===== src/rtl/risc16b_mem_arbiter_if.sv =====
// rtl/risc16b_mem_arbiter_if.sv - core instruction/data ports and SRAM port bundled for the risc16b memory arbiter
interface risc16b_mem_arbiter_if;
    logic [15:0] i_addr;
    logic        i_oe;
    logic [15:0] i_din;
    logic        i_ready;

    logic [15:0] d_addr;
    logic        d_oe;
    logic [1:0]  d_we;
    logic [15:0] d_dout;
    logic [15:0] d_din;
    logic        d_ready;

    logic [14:0] m_addr;
    logic        m_en;
    logic [1:0]  m_we;
    logic [15:0] m_wdata;
    logic [15:0] m_rdata;

    modport slave (
        input  i_addr, i_oe, d_addr, d_oe, d_we, d_dout, m_rdata,
        output i_din, i_ready, d_din, d_ready, m_addr, m_en, m_we, m_wdata
    );

    modport master (
        output i_addr, i_oe, d_addr, d_oe, d_we, d_dout, m_rdata,
        input  i_din, i_ready, d_din, d_ready, m_addr, m_en, m_we, m_wdata
    );
endinterface


===== src/rtl/risc16b_mem_arbiter.sv =====
// rtl/risc16b_mem_arbiter.sv - shares one SRAM between risc16b I/D ports, decodes the I/O page LED register
// Optional ARB_ROUND_ROBIN_EN: round-robin arbitration on conflicts instead of fixed data priority.
module risc16b_mem_arbiter #(
    parameter logic [7:0]  IO_PAGE   = 8'h7f,
    parameter logic [15:0] LED_RESET = 16'h0
) (
    input  logic                    clk,
    input  logic                    rst_n,
    risc16b_mem_arbiter_if.slave    bus,
    output logic [15:0]             led
);
    typedef enum logic [1:0] {IDLE, BUSY_I, BUSY_D} state_t;

    state_t      state_q, state_d;
    logic        io_q, io_d;
    logic        wr_q, wr_d;
    logic [15:0] led_q, led_d;
    logic        d_req, i_req, d_io, i_io, d_wr, led_sel;
    logic        grant_d, grant_i;
    logic        unused_addr_bits;

    assign d_req   = bus.d_oe | (|bus.d_we);
    assign i_req   = bus.i_oe;
    assign d_wr    = |bus.d_we;
    assign d_io    = (bus.d_addr[15:8] == IO_PAGE);
    assign i_io    = (bus.i_addr[15:8] == IO_PAGE);
    assign led_sel = (bus.d_addr[7:1] == 7'd0);
    assign led     = led_q;
    assign unused_addr_bits = bus.i_addr[0] ^ bus.d_addr[0];

`ifdef ARB_ROUND_ROBIN_EN
    // ptr: 0 = data port wins the next conflict, 1 = instruction port wins
    logic ptr_q, ptr_d;

    always_comb begin
        grant_d = 1'b0;
        grant_i = 1'b0;
        ptr_d   = ptr_q;
        if (state_q == IDLE && rst_n) begin
            if (d_req && i_req) begin
                grant_d = ~ptr_q;
                grant_i = ptr_q;
                ptr_d   = ~ptr_q;
            end else begin
                grant_d = d_req;
                grant_i = i_req;
            end
        end
    end

    always_ff @(posedge clk or negedge rst_n) begin
        if (!rst_n) ptr_q <= 1'b0;
        else        ptr_q <= ptr_d;
    end
`else
    always_comb begin
        grant_d = 1'b0;
        grant_i = 1'b0;
        if (state_q == IDLE && rst_n) begin
            grant_d = d_req;
            grant_i = i_req & ~d_req;
        end
    end
`endif

    always_comb begin
        state_d     = state_q;
        io_d        = io_q;
        wr_d        = wr_q;
        led_d       = led_q;
        bus.m_en    = 1'b0;
        bus.m_addr  = 15'd0;
        bus.m_we    = 2'b00;
        bus.m_wdata = 16'd0;
        bus.i_ready = 1'b0;
        bus.i_din   = 16'd0;
        bus.d_ready = 1'b0;
        bus.d_din   = 16'd0;
        case (state_q)
            IDLE: begin
                if (grant_d) begin
                    state_d = BUSY_D;
                    io_d    = d_io;
                    wr_d    = d_wr;
                    if (!d_io) begin
                        bus.m_en    = 1'b1;
                        bus.m_addr  = bus.d_addr[15:1];
                        bus.m_we    = bus.d_we;
                        bus.m_wdata = d_wr ? bus.d_dout : 16'd0;
                    end else if (led_sel) begin
                        if (bus.d_we[0]) led_d[15:8] = bus.d_dout[15:8];
                        if (bus.d_we[1]) led_d[7:0]  = bus.d_dout[7:0];
                    end
                end else if (grant_i) begin
                    state_d = BUSY_I;
                    io_d    = i_io;
                    wr_d    = 1'b0;
                    if (!i_io) begin
                        bus.m_en   = 1'b1;
                        bus.m_addr = bus.i_addr[15:1];
                    end
                end
            end
            BUSY_I: begin
                bus.i_ready = 1'b1;
                bus.i_din   = io_q ? 16'd0 : bus.m_rdata;
                state_d     = IDLE;
            end
            BUSY_D: begin
                bus.d_ready = 1'b1;
                // Requester holds d_addr, so the I/O read can decode it live
                if (!wr_q) bus.d_din = io_q ? (led_sel ? led_q : 16'd0) : bus.m_rdata;
                state_d     = IDLE;
            end
            default: state_d = IDLE;
        endcase
    end

    always_ff @(posedge clk or negedge rst_n) begin
        if (!rst_n) begin
            state_q <= IDLE;
            io_q    <= 1'b0;
            wr_q    <= 1'b0;
            led_q   <= LED_RESET;
        end else begin
            state_q <= state_d;
            io_q    <= io_d;
            wr_q    <= wr_d;
            led_q   <= led_d;
        end
    end
endmodule


===== src/flat_wrapper.sv =====
// flat-port wrapper written by rule: the top's interface ports become plain ports
module risc16b_mem_arbiter_flat 
#(
    parameter logic [7:0]  IO_PAGE   = 8'h7f,
    parameter logic [15:0] LED_RESET = 16'h0
)
  (clk, rst_n, led, bus_i_addr, bus_i_oe, bus_d_addr, bus_d_oe, bus_d_we, bus_d_dout, bus_m_rdata, bus_i_din, bus_i_ready, bus_d_din, bus_d_ready, bus_m_addr, bus_m_en, bus_m_we, bus_m_wdata);
  risc16b_mem_arbiter_if bus_i ();
  input  logic clk;
  input  logic rst_n;
  output logic [15:0] led;
  input wire logic [$bits(bus_i.i_addr)-1:0] bus_i_addr;
  input wire logic [$bits(bus_i.i_oe)-1:0] bus_i_oe;
  input wire logic [$bits(bus_i.d_addr)-1:0] bus_d_addr;
  input wire logic [$bits(bus_i.d_oe)-1:0] bus_d_oe;
  input wire logic [$bits(bus_i.d_we)-1:0] bus_d_we;
  input wire logic [$bits(bus_i.d_dout)-1:0] bus_d_dout;
  input wire logic [$bits(bus_i.m_rdata)-1:0] bus_m_rdata;
  output wire logic [$bits(bus_i.i_din)-1:0] bus_i_din;
  output wire logic [$bits(bus_i.i_ready)-1:0] bus_i_ready;
  output wire logic [$bits(bus_i.d_din)-1:0] bus_d_din;
  output wire logic [$bits(bus_i.d_ready)-1:0] bus_d_ready;
  output wire logic [$bits(bus_i.m_addr)-1:0] bus_m_addr;
  output wire logic [$bits(bus_i.m_en)-1:0] bus_m_en;
  output wire logic [$bits(bus_i.m_we)-1:0] bus_m_we;
  output wire logic [$bits(bus_i.m_wdata)-1:0] bus_m_wdata;
  assign bus_i.i_addr = bus_i_addr;
  assign bus_i.i_oe = bus_i_oe;
  assign bus_i.d_addr = bus_d_addr;
  assign bus_i.d_oe = bus_d_oe;
  assign bus_i.d_we = bus_d_we;
  assign bus_i.d_dout = bus_d_dout;
  assign bus_i.m_rdata = bus_m_rdata;
  assign bus_i_din = bus_i.i_din;
  assign bus_i_ready = bus_i.i_ready;
  assign bus_d_din = bus_i.d_din;
  assign bus_d_ready = bus_i.d_ready;
  assign bus_m_addr = bus_i.m_addr;
  assign bus_m_en = bus_i.m_en;
  assign bus_m_we = bus_i.m_we;
  assign bus_m_wdata = bus_i.m_wdata;
  risc16b_mem_arbiter #(.IO_PAGE(IO_PAGE), .LED_RESET(LED_RESET)) u_core (.clk(clk), .rst_n(rst_n), .bus(bus_i), .led(led));
endmodule

===== config.mk =====
export PLATFORM = sky130hd
export DESIGN_NAME = risc16b_mem_arbiter_flat
export DESIGN_NICKNAME = d
export VERILOG_FILES = /design/src/rtl/risc16b_mem_arbiter_if.sv /design/src/rtl/risc16b_mem_arbiter.sv /design/src/flat_wrapper.sv
export SDC_FILE = /design/constraint.sdc
export NUM_CORES = 1
export LEC_CHECK = 0
export ABC_AREA = 1
export CAP_MARGIN = 20
export CORE_MARGIN = 5
export CORE_UTILIZATION = 32
export CTS_CLUSTER_DIAMETER = 30
export DETAILED_ROUTE_END_ITERATION = 8
export PLACE_DENSITY = 0.83
export SETUP_SLACK_MARGIN = 0.15
export SYNTH_ARGS = -nofsm -noshare
export SYNTH_HDL_FRONTEND = slang
export SYNTH_SLANG_ARGS = --single-unit

===== constraint.sdc =====
create_clock -name clk -period 1.6 [get_ports clk]
set_input_delay 0.32 -clock clk [delete_from_list [all_inputs] [get_ports clk]]
set_output_delay 0.32 -clock clk [all_outputs]
set_load 0.02 [all_outputs]

==> results.ini, run 1 <==
[sta]
crit_endpoint=bus_m_addr[4]
worst-ep-kind=output port

[synth]
synth_top_area_cell=dfrtp_1
synth_top_area_frac=0.281
syn_nets=354
yosysWarningCount=0
ys_ff_latch=20
synth_area_um2=1780
synth_cells=284
synth.distinct_cells=20
synth.area.top_cells=dfrtp_1 28%, nand2_1 17%, nand3_1 8.7%, nor2_1 8.6%, nand4_1 6.3%
synth_seq_area_share=0.281
syn_area_per_cell_um2=6.26

[run_status]
failing_step=global routing (5_1_grt)
outcome=aborted with a tool error
error=[ERROR DPL-0038] Utilization greater than 100%, impossible to legalize

[grt]
grt_max_degree=21

[floorplanning]
rows=27
io_pins=154
die_width_um=84.6
die_height_um=84.6
initial_core_util=0.327

[clock_tree]
cts_sinks=20
cts_buffers=3
cts.path.max_buffers=2
cts-root-buf=clkbuf_8
htreeDepth=1

[placement]
io_buffers=151
hpwl_um=7560
gp_congestion=0.814
placed_cells=568

## cells by family after synthesis
kind of cell,count (synthesis),share of synthesized area
AO/OA/AOI/OAI,34,0.115
buffers and inverters,45,0.110
flip-flops,20,0.281
AND/OR/NAND/NOR,185,0.494
## through the flow
step / worst slack (ns) / utilization / hold slack [ns] / cell area [µm²] / TNS, ns
3_3_place_gp: -0.824 / 0.809 / 0.548 / 4400 / -48.07
4_1_cts: -0.395 / 0.964 / 0.223 / 5240 / -20.02
3_5_place_dp: -0.905 / 0.809 / 0.558 / 4400 / -51.44
2_1_floorplan: 0.0211 / - / 0.0244 / 2260 / 0
## repair_timing
item | CTS
endpoints found under the setup margin | 102
pin swaps | 32
resized for setup | 540
hold endpoints to repair | 0
hold buffers | 0
cloned | 11
setup buffers | 20
## cells in the mapped netlist
| library cell | n |
|---|---|
| a21oi_1 | 16 |
| nand2_4 | 2 |
| inv_1 | 28 |
| nor2_1 | 41 |
| clkbuf_1 | 5 |
| dfrtp_1 | 20 |
| o21ai_0 | 6 |
| nor2_2 | 2 |
| nor2_4 | 3 |
| o21ai_2 | 9 |
| nor2_8 | 3 |
| o21ai_1 | 3 |
| buf_4 | 1 |
| nand2_1 | 81 |
| nand2_2 | 4 |
| inv_2 | 3 |
| nand4_1 | 18 |
| nand3_1 | 31 |
| buf_6 | 2 |
| buf_2 | 6 |
==> inputs of run 2 (changes only) <==
--- a/config.mk
+++ b/config.mk
@@ -8,11 +8,9 @@
 export ABC_AREA = 1
 export CAP_MARGIN = 20
 export CORE_MARGIN = 5
-export CORE_UTILIZATION = 32
-export CTS_CLUSTER_DIAMETER = 30
+export CORE_UTILIZATION = 25
 export DETAILED_ROUTE_END_ITERATION = 8
-export PLACE_DENSITY = 0.83
-export SETUP_SLACK_MARGIN = 0.15
+export PLACE_DENSITY_LB_ADDON = 0.15
 export SYNTH_ARGS = -nofsm -noshare
 export SYNTH_HDL_FRONTEND = slang
 export SYNTH_SLANG_ARGS = --single-unit
==> results.ini, run 2 <==
[sta]
rsz0062_at_grt=true
hold_violations=0
setup_slack_ns=-0.380
fin_tns_setup_ns=-25.19
slew_headroom=0.815
fmax_ghz=0.505
slew_viol_final=0
clock_skew_ns=0.00192
worst_slew_pin_slew_ns=0.277
fin_crit_sh=1.24
fin_crit_ns=1.98
setup_viol=84

[synth]
syn_area_per_cell_um2=6.26  ; unchanged
synth.area.top_cells=dfrtp_1 28%, nand2_1 17%, nand3_1 8.7%, nor2_1 8.6%, nand4_1 6.3%
synth_top_family_by_area=simple AND/OR/NAND/NOR gates
netlist_top_cells_count=81 x nand2_1, 41 x nor2_1, 31 x nand3_1
synth_most_common_cell=nand2_1
synth_cells=284  ; unchanged
synth_ff_type=dfrtp_1
synth_compound_area_frac=0.115  ; unchanged
yosysWarningCount=0  ; unchanged
synth-edff-count=0  ; unchanged
synth_seq_area_share=0.281  ; unchanged
syn_nets=354  ; unchanged
synth.distinct_cells=20  ; unchanged
synth-xor-area-share=0  ; unchanged
synth-simple-area-share=0.494  ; unchanged
synth_area_um2=1780  ; unchanged
synth_top_area_cell=dfrtp_1
async_flop_share=1.00  ; unchanged
muxShareOfSynthArea=0  ; unchanged
synth_top_area_frac=0.281  ; unchanged
synth_fa_ha_area_frac=0  ; unchanged
ys_ff_latch=20  ; unchanged

[finish]
final_cell_area_um2=5350
largest_register_ffs=16
fillers=458
nets=601
drive_gt1_frac=0.606
mostFrequentLayoutCells=80 x buf_6, 71 x buf_4, 54 x nand2_1
final_common_cell=buf_6
syn2layout_area_growth_pct=201
diodes=0

[floorplanning]
core_um2=6870
die_width_um=94.4  ; +12%
fp.dieArea_um2=8900
io_pins=154  ; unchanged
rows=30  ; +11%
die_height_um=94.4  ; +12%
initial_core_util=0.259  ; -0.0681

[power_and_ir_drop]
power_leakage_nw=2.59
powerDensity_nw_per_um2=385
peakVddDrop_v=0.000293

[worst_setup_path]
path_max_fanout=3
r2r_start=u_core.state_q[1]$_DFFE_PN0P_
startpoint_type=flop
critPathRequiredTime_ns=1.28
end_kind=output port
path_class=reg2out
critPathArrivalTime_ns=1.66
r2r-end=u_core.led[12]$_DFFE_PN0P_
r2r_cells=12
cpMaxStageDelayCell=dfrtp_1
cpMostUsedCell=buf_6
critPathBufInv=3
slowest_delay_ns=0.42
crit_chain=nor2_2, nand3_2, nor2_4, o21ai_4, buf_6, buf_6, o21ai_2, buf_6
regToRegSetupSlack_ns=-0.32
cp_top_family=flip-flops

[run_status]
violations=setup timing
outcome=complete, but fails checks

[clock_tree]
htreeDepth=1  ; unchanged
cts_tree=done
cts.path.max_buffers=2  ; unchanged
hold_buffers=0  ; unchanged
cts-root-buf=clkbuf_8
cts_buffers=3  ; unchanged
clk-insertion-delay-late_ns=0.25
clk_pin_slew_worst_paths_ns=0.07
cts_sinks=20  ; unchanged

[drt]
drt-total-wl_um=10100
dr_total_vias=2967
wl_met1_um=3580
dr.max_layer_used=met4
drt_iter0_drc=110
wire_per_inst_um=16.2
dr.pass1.iters=4
viasPerCell=4.74
final_antenna_net_count=0
drc=0
met3_length_um=749
wl_met2_um=5560

[grt]
grt_max_degree=20
grt-ovfl-total=0
grt_pass1_wl_um=14300
antenna_found_initial=0
track_usage=0.197
grt_pass1_vias=2954

[placement]
placed_cell_area_um2=4100  ; -6.9%
io_buffers=151  ; unchanged
hpwl_um=6300  ; -17%
gp_congestion=0.764  ; -6.1%

[hold_path]
hold_path_class=in2async

[job]
max-cap-violations=0

-- run 2: cell counts after synthesis --
Identical to the previous run, type by type.
-- run 2: through the flow --
stage          instances  utilization  setup WS (ns)  hold slack (ns)  total power, mW
4_1_cts              618        0.694         -0.375           0.0363             1.92
6_report             626        0.779         -0.380           0.0363             2.06
3_3_place_gp         584        0.597          -1.07            0.483             1.38
2_1_floorplan        284            -        -0.0827           0.0244            0.904
3_5_place_dp         584        0.597          -1.09            0.495             1.39
5_1_grt              626        0.779         -0.462           0.0296             2.16
-- run 2: logic make-up (layout without fill, tap and decap cells) --
kind of cell	after synthesis	after routing
simple gates	185	185
flops	20	20
buf+inv	45	291
compound gates	34	34
-- run 2: power breakdown --
part           leakage, nW  switching [mW]  internal (mW)  total (mW)
Clock               0.0288           0.160          0.219       0.379
Combinational         2.29           0.584          0.574        1.16
Sequential           0.272         0.00692          0.516       0.523
Total                 2.59           0.751           1.31        2.06
-- run 2: worst register-to-register path, stage by stage (launching register included) --
cell	delay (ns)
dfrtp_1	0.42
buf_6	0.14
inv_6	0.06
nand2_4	0.06
nor2_4	0.17
nand2_4	0.14
buf_6	0.15
buf_6	0.12
nor2_8	0.16
buf_12	0.13
buf_16	0.10
nand3_1	0.10
nand2_1	0.10
-- run 2: layout make-up --
| class | count | area, µm² | share of cell area |
|---|---|---|---|
| Multi-Input combinational cell | 219 | 1790 | 0.335 |
| Tap cell | 96 | 120 | 0.0224 |
| Sequential cell | 20 | 502 | 0.0937 |
| Timing Repair inverter | 1 | 11.3 | 0.00210 |
| Timing Repair Buffer | 255 | 2730 | 0.511 |
| Inverter | 31 | 139 | 0.0259 |
| Clock buffer | 4 | 55.1 | 0.0103 |
-- run 2: worst max path at each step --
stage	to	cells after the start	startpoint	slack, ns
2_1_floorplan	bus_m_addr[0]	5	u_core.state_q[1]$_DFFE_PN0P_	-0.08
3_3_place_gp	bus_m_addr[3]	6	rst_n	-1.07
3_5_place_dp	bus_m_en	5	bus_i_addr[14]	-1.09
4_1_cts	bus_m_addr[13]	8	u_core.state_q[0]$_DFFE_PN0P_	-0.37
5_1_grt	bus_m_addr[13]	8	u_core.state_q[1]$_DFFE_PN0P_	-0.46
6_report	bus_m_addr[13]	8	u_core.state_q[1]$_DFFE_PN0P_	-0.38
-- run 2: what timing repair did --
action	4_1_cts	5_1_grt
gates resized for setup	509	132
buffers inserted	24	10
endpoints found under the setup margin	99	88
endpoints found under the hold margin	0	0
gates cloned	7	2
pin swaps	26	44
-- run 2: per-layer routing --
metal  vias up  global-route usage
met5         -                   0
met4         0              0.0590
met3        14              0.0406
li1       1418                   -
met1      1414               0.225
met2       121               0.365
No activity file was read; power rests on OpenSTA's default activity.
==> inputs of run 3 (changes only) <==
--- a/config.mk
+++ b/config.mk
@@ -10,7 +10,7 @@
 export CORE_MARGIN = 5
 export CORE_UTILIZATION = 25
 export DETAILED_ROUTE_END_ITERATION = 8
-export PLACE_DENSITY_LB_ADDON = 0.15
+export PLACE_DENSITY = 0.69
 export SYNTH_ARGS = -nofsm -noshare
 export SYNTH_HDL_FRONTEND = slang
 export SYNTH_SLANG_ARGS = --single-unit
==> results.ini, run 3 (synthesis gave the netlist of run 2 again) <==
[finish]
multiInputGateArea_um2=1720  ; -4.2%
final_cell_area_um2=4980  ; -7.0%
regArea_um2=500  ; -0.25%
mostFrequentLayoutCells=77 x buf_4, 64 x buf_6, 48 x nand2_1
largest_register_ffs=16  ; unchanged
drive_gt1_frac=0.598  ; -0.00760
diodes=0  ; unchanged
syn2layout_area_growth_pct=180
finalNonFillerCells=611  ; -2.4%
nets=586  ; -2.5%
fillers=516  ; +13%
final_common_cell=buf_4

[floorplanning]
initial_core_util=0.259  ; unchanged
io_pins=154  ; unchanged
die_height_um=94.4  ; unchanged
fp.dieArea_um2=8900  ; unchanged
die_width_um=94.4  ; unchanged
core_um2=6870  ; unchanged
rows=30  ; unchanged

[drt]
final_antenna_net_count=0  ; unchanged
viasPerCell=4.68  ; -1.3%
drc=0  ; unchanged
drt-total-wl_um=9590  ; -5.3%
wire_per_inst_um=15.7  ; -3.0%
drt_iter0_drc=86  ; -22%
dr_total_vias=2859  ; -3.6%
dr.pass1.iters=4  ; unchanged

[worst_setup_path]
end_kind=output port
cpMostUsedCell=buf_6
critPathArrivalTime_ns=1.64  ; -0.02 ns
critPathBufInv=4  ; +1
path_max_fanout=11  ; +8
startpoint_type=flop
path_class=reg2out
cpMaxStageDelayCell=dfrtp_1
critPathRequiredTime_ns=1.28  ; about the same
cp_top_family=buffers and inverters
crit_chain=buf_6, inv_4, nand2_4, nor2_4, o21ai_4, buf_12, nor2_2, buf_6
slowest_delay_ns=0.42  ; about the same

[power_and_ir_drop]
power_leakage_nw=2.48  ; -4.2%
peakVddDrop_v=0.000283  ; -3.3%
powerDensity_nw_per_um2=419  ; +9.0%

[clock_tree]
hold_buffers=0  ; unchanged
cts_tree=done
cts_buffers=3  ; unchanged
cts-root-buf=clkbuf_8
clk_pin_slew_worst_paths_ns=0.08  ; about the same
cts_sinks=20  ; unchanged
cts.path.max_buffers=2  ; unchanged
htreeDepth=1  ; unchanged
clk-insertion-delay-late_ns=0.26  ; about the same

[grt]
grt_max_degree=21  ; +5.0%
busiest_layer=met2
track_usage=0.182  ; -0.0151
antenna_found_initial=0  ; unchanged
grt-ovfl-total=0  ; unchanged
grt_util_met2=0.348  ; -0.0171
grt_pass1_wl_um=13200  ; -7.5%
grtUsageMet3=0.0438  ; +0.00319
grt_pass1_vias=2846  ; -3.7%
globalRouteMet1Util=0.197  ; -0.0275

[placement]
gp_congestion=0.827  ; +8.2%
hpwl_um=6390  ; +1.6%
placed_cell_area_um2=4070  ; -0.67%
io_buffers=151  ; unchanged
placed_cells=582  ; -0.34%

[sta]
clock_skew_ns=0.00715  ; +0.00523 ns
fin_crit_sh=1.23  ; -0.00976
setup_viol=83  ; -1.2%
fmax_ghz=0.509  ; +0.80%
slew_headroom=0.825  ; +0.00958
setup_slack_ns=-0.364  ; +0.0156 ns
worst_slew_pin_slew_ns=0.263  ; -0.0144 ns
rsz0062_at_grt=true
slew_viol_final=0  ; unchanged
hold_violations=0  ; unchanged
fin_crit_ns=1.96  ; -0.0156 ns
whs_ns=0.208  ; +0.171 ns

[run_status]
outcome=complete, but fails checks
violations=setup timing

[hold_path]
hold_path_class=in2async

[job]
max-cap-violations=0  ; unchanged

[run 3: changes by cell type in the layout (fill, tap and decap cells not counted), moves of 10 or more]
cell / change
nor2_4: -17
buf_6: -16
dlygate4sd2_1: +16
nor2_2: +15
clkdlybuf4s50_1: -12
nand2_2: +10
[run 3: metal layers]
metal,share of wire,vias to the layer above
met5,0,-
met4,0.025,0
met3,0.093,16
met2,0.54,140
met1,0.35,1312
li1,-,1391
[run 3: final timing paths]
path                                               startpoint                             to  slack (ns)  cells past startpoint
max in group asynchronous                               rst_n      u_core.led[4]$_DFFE_PN0P_        1.17                      2
worst min-delay path                                    rst_n  u_core.state_q[1]$_DFFE_PN0P_        0.21                      2
worst min register to register      u_core.led[4]$_DFFE_PN0P_      u_core.led[4]$_DFFE_PN0P_        0.55                      2
min in group clk                    u_core.led[4]$_DFFE_PN0P_      u_core.led[4]$_DFFE_PN0P_        0.55                      2
worst max-delay path            u_core.state_q[1]$_DFFE_PN0P_                 bus_m_wdata[9]       -0.36                      8
worst max register to register  u_core.state_q[1]$_DFFE_PN0P_      u_core.led[9]$_DFFE_PN0P_       -0.25                     11
[run 3: power by group]
group / internal, mW / switching (mW) / total [mW]
registers: 0.516 / 0.00588 / 0.522
logic: 0.513 / 0.541 / 1.05
clock network: 0.334 / 0.178 / 0.512
[run 3: per-stage QoR]
step                TNS (ns)   util  setup WS, ns  power [mW]
global placement      -53.22  0.593         -1.02        1.38
floorplan             -0.396      -       -0.0827       0.904
global route          -29.58  0.725        -0.443        2.18
CTS                   -19.72  0.629        -0.354        1.93
finish                -23.22  0.725        -0.364        2.09
detailed placement    -54.73  0.593         -1.05        1.39
[run 3: worst reg2reg max path, delay by kind of cell, from the launching register on]
| kind | cells | cell delay [ns] |
|---|---|---|
| buffers and inverters | 5 | 0.66 |
| flip-flops | 1 | 0.42 |
| AND/OR/NAND/NOR | 6 | 0.72 |
[run 3: cell type report]
type / count / area share
Clock buffer: 3 / 0.00829
Inverter: 31 / 0.0269
Tap cell: 96 / 0.0241
Multi-Input combinational cell: 220 / 0.345
Sequential cell: 20 / 0.101
Timing Repair Buffer: 239 / 0.487
Timing Repair inverter: 1 / 0.00226
Clock inverter: 1 / 0.00603
[run 3: repair_timing]
item,CTS,global route
setup endpoints to repair,100,85
pin swaps,18,34
gates resized for setup,426,171
setup buffers,12,7
cloned,6,2
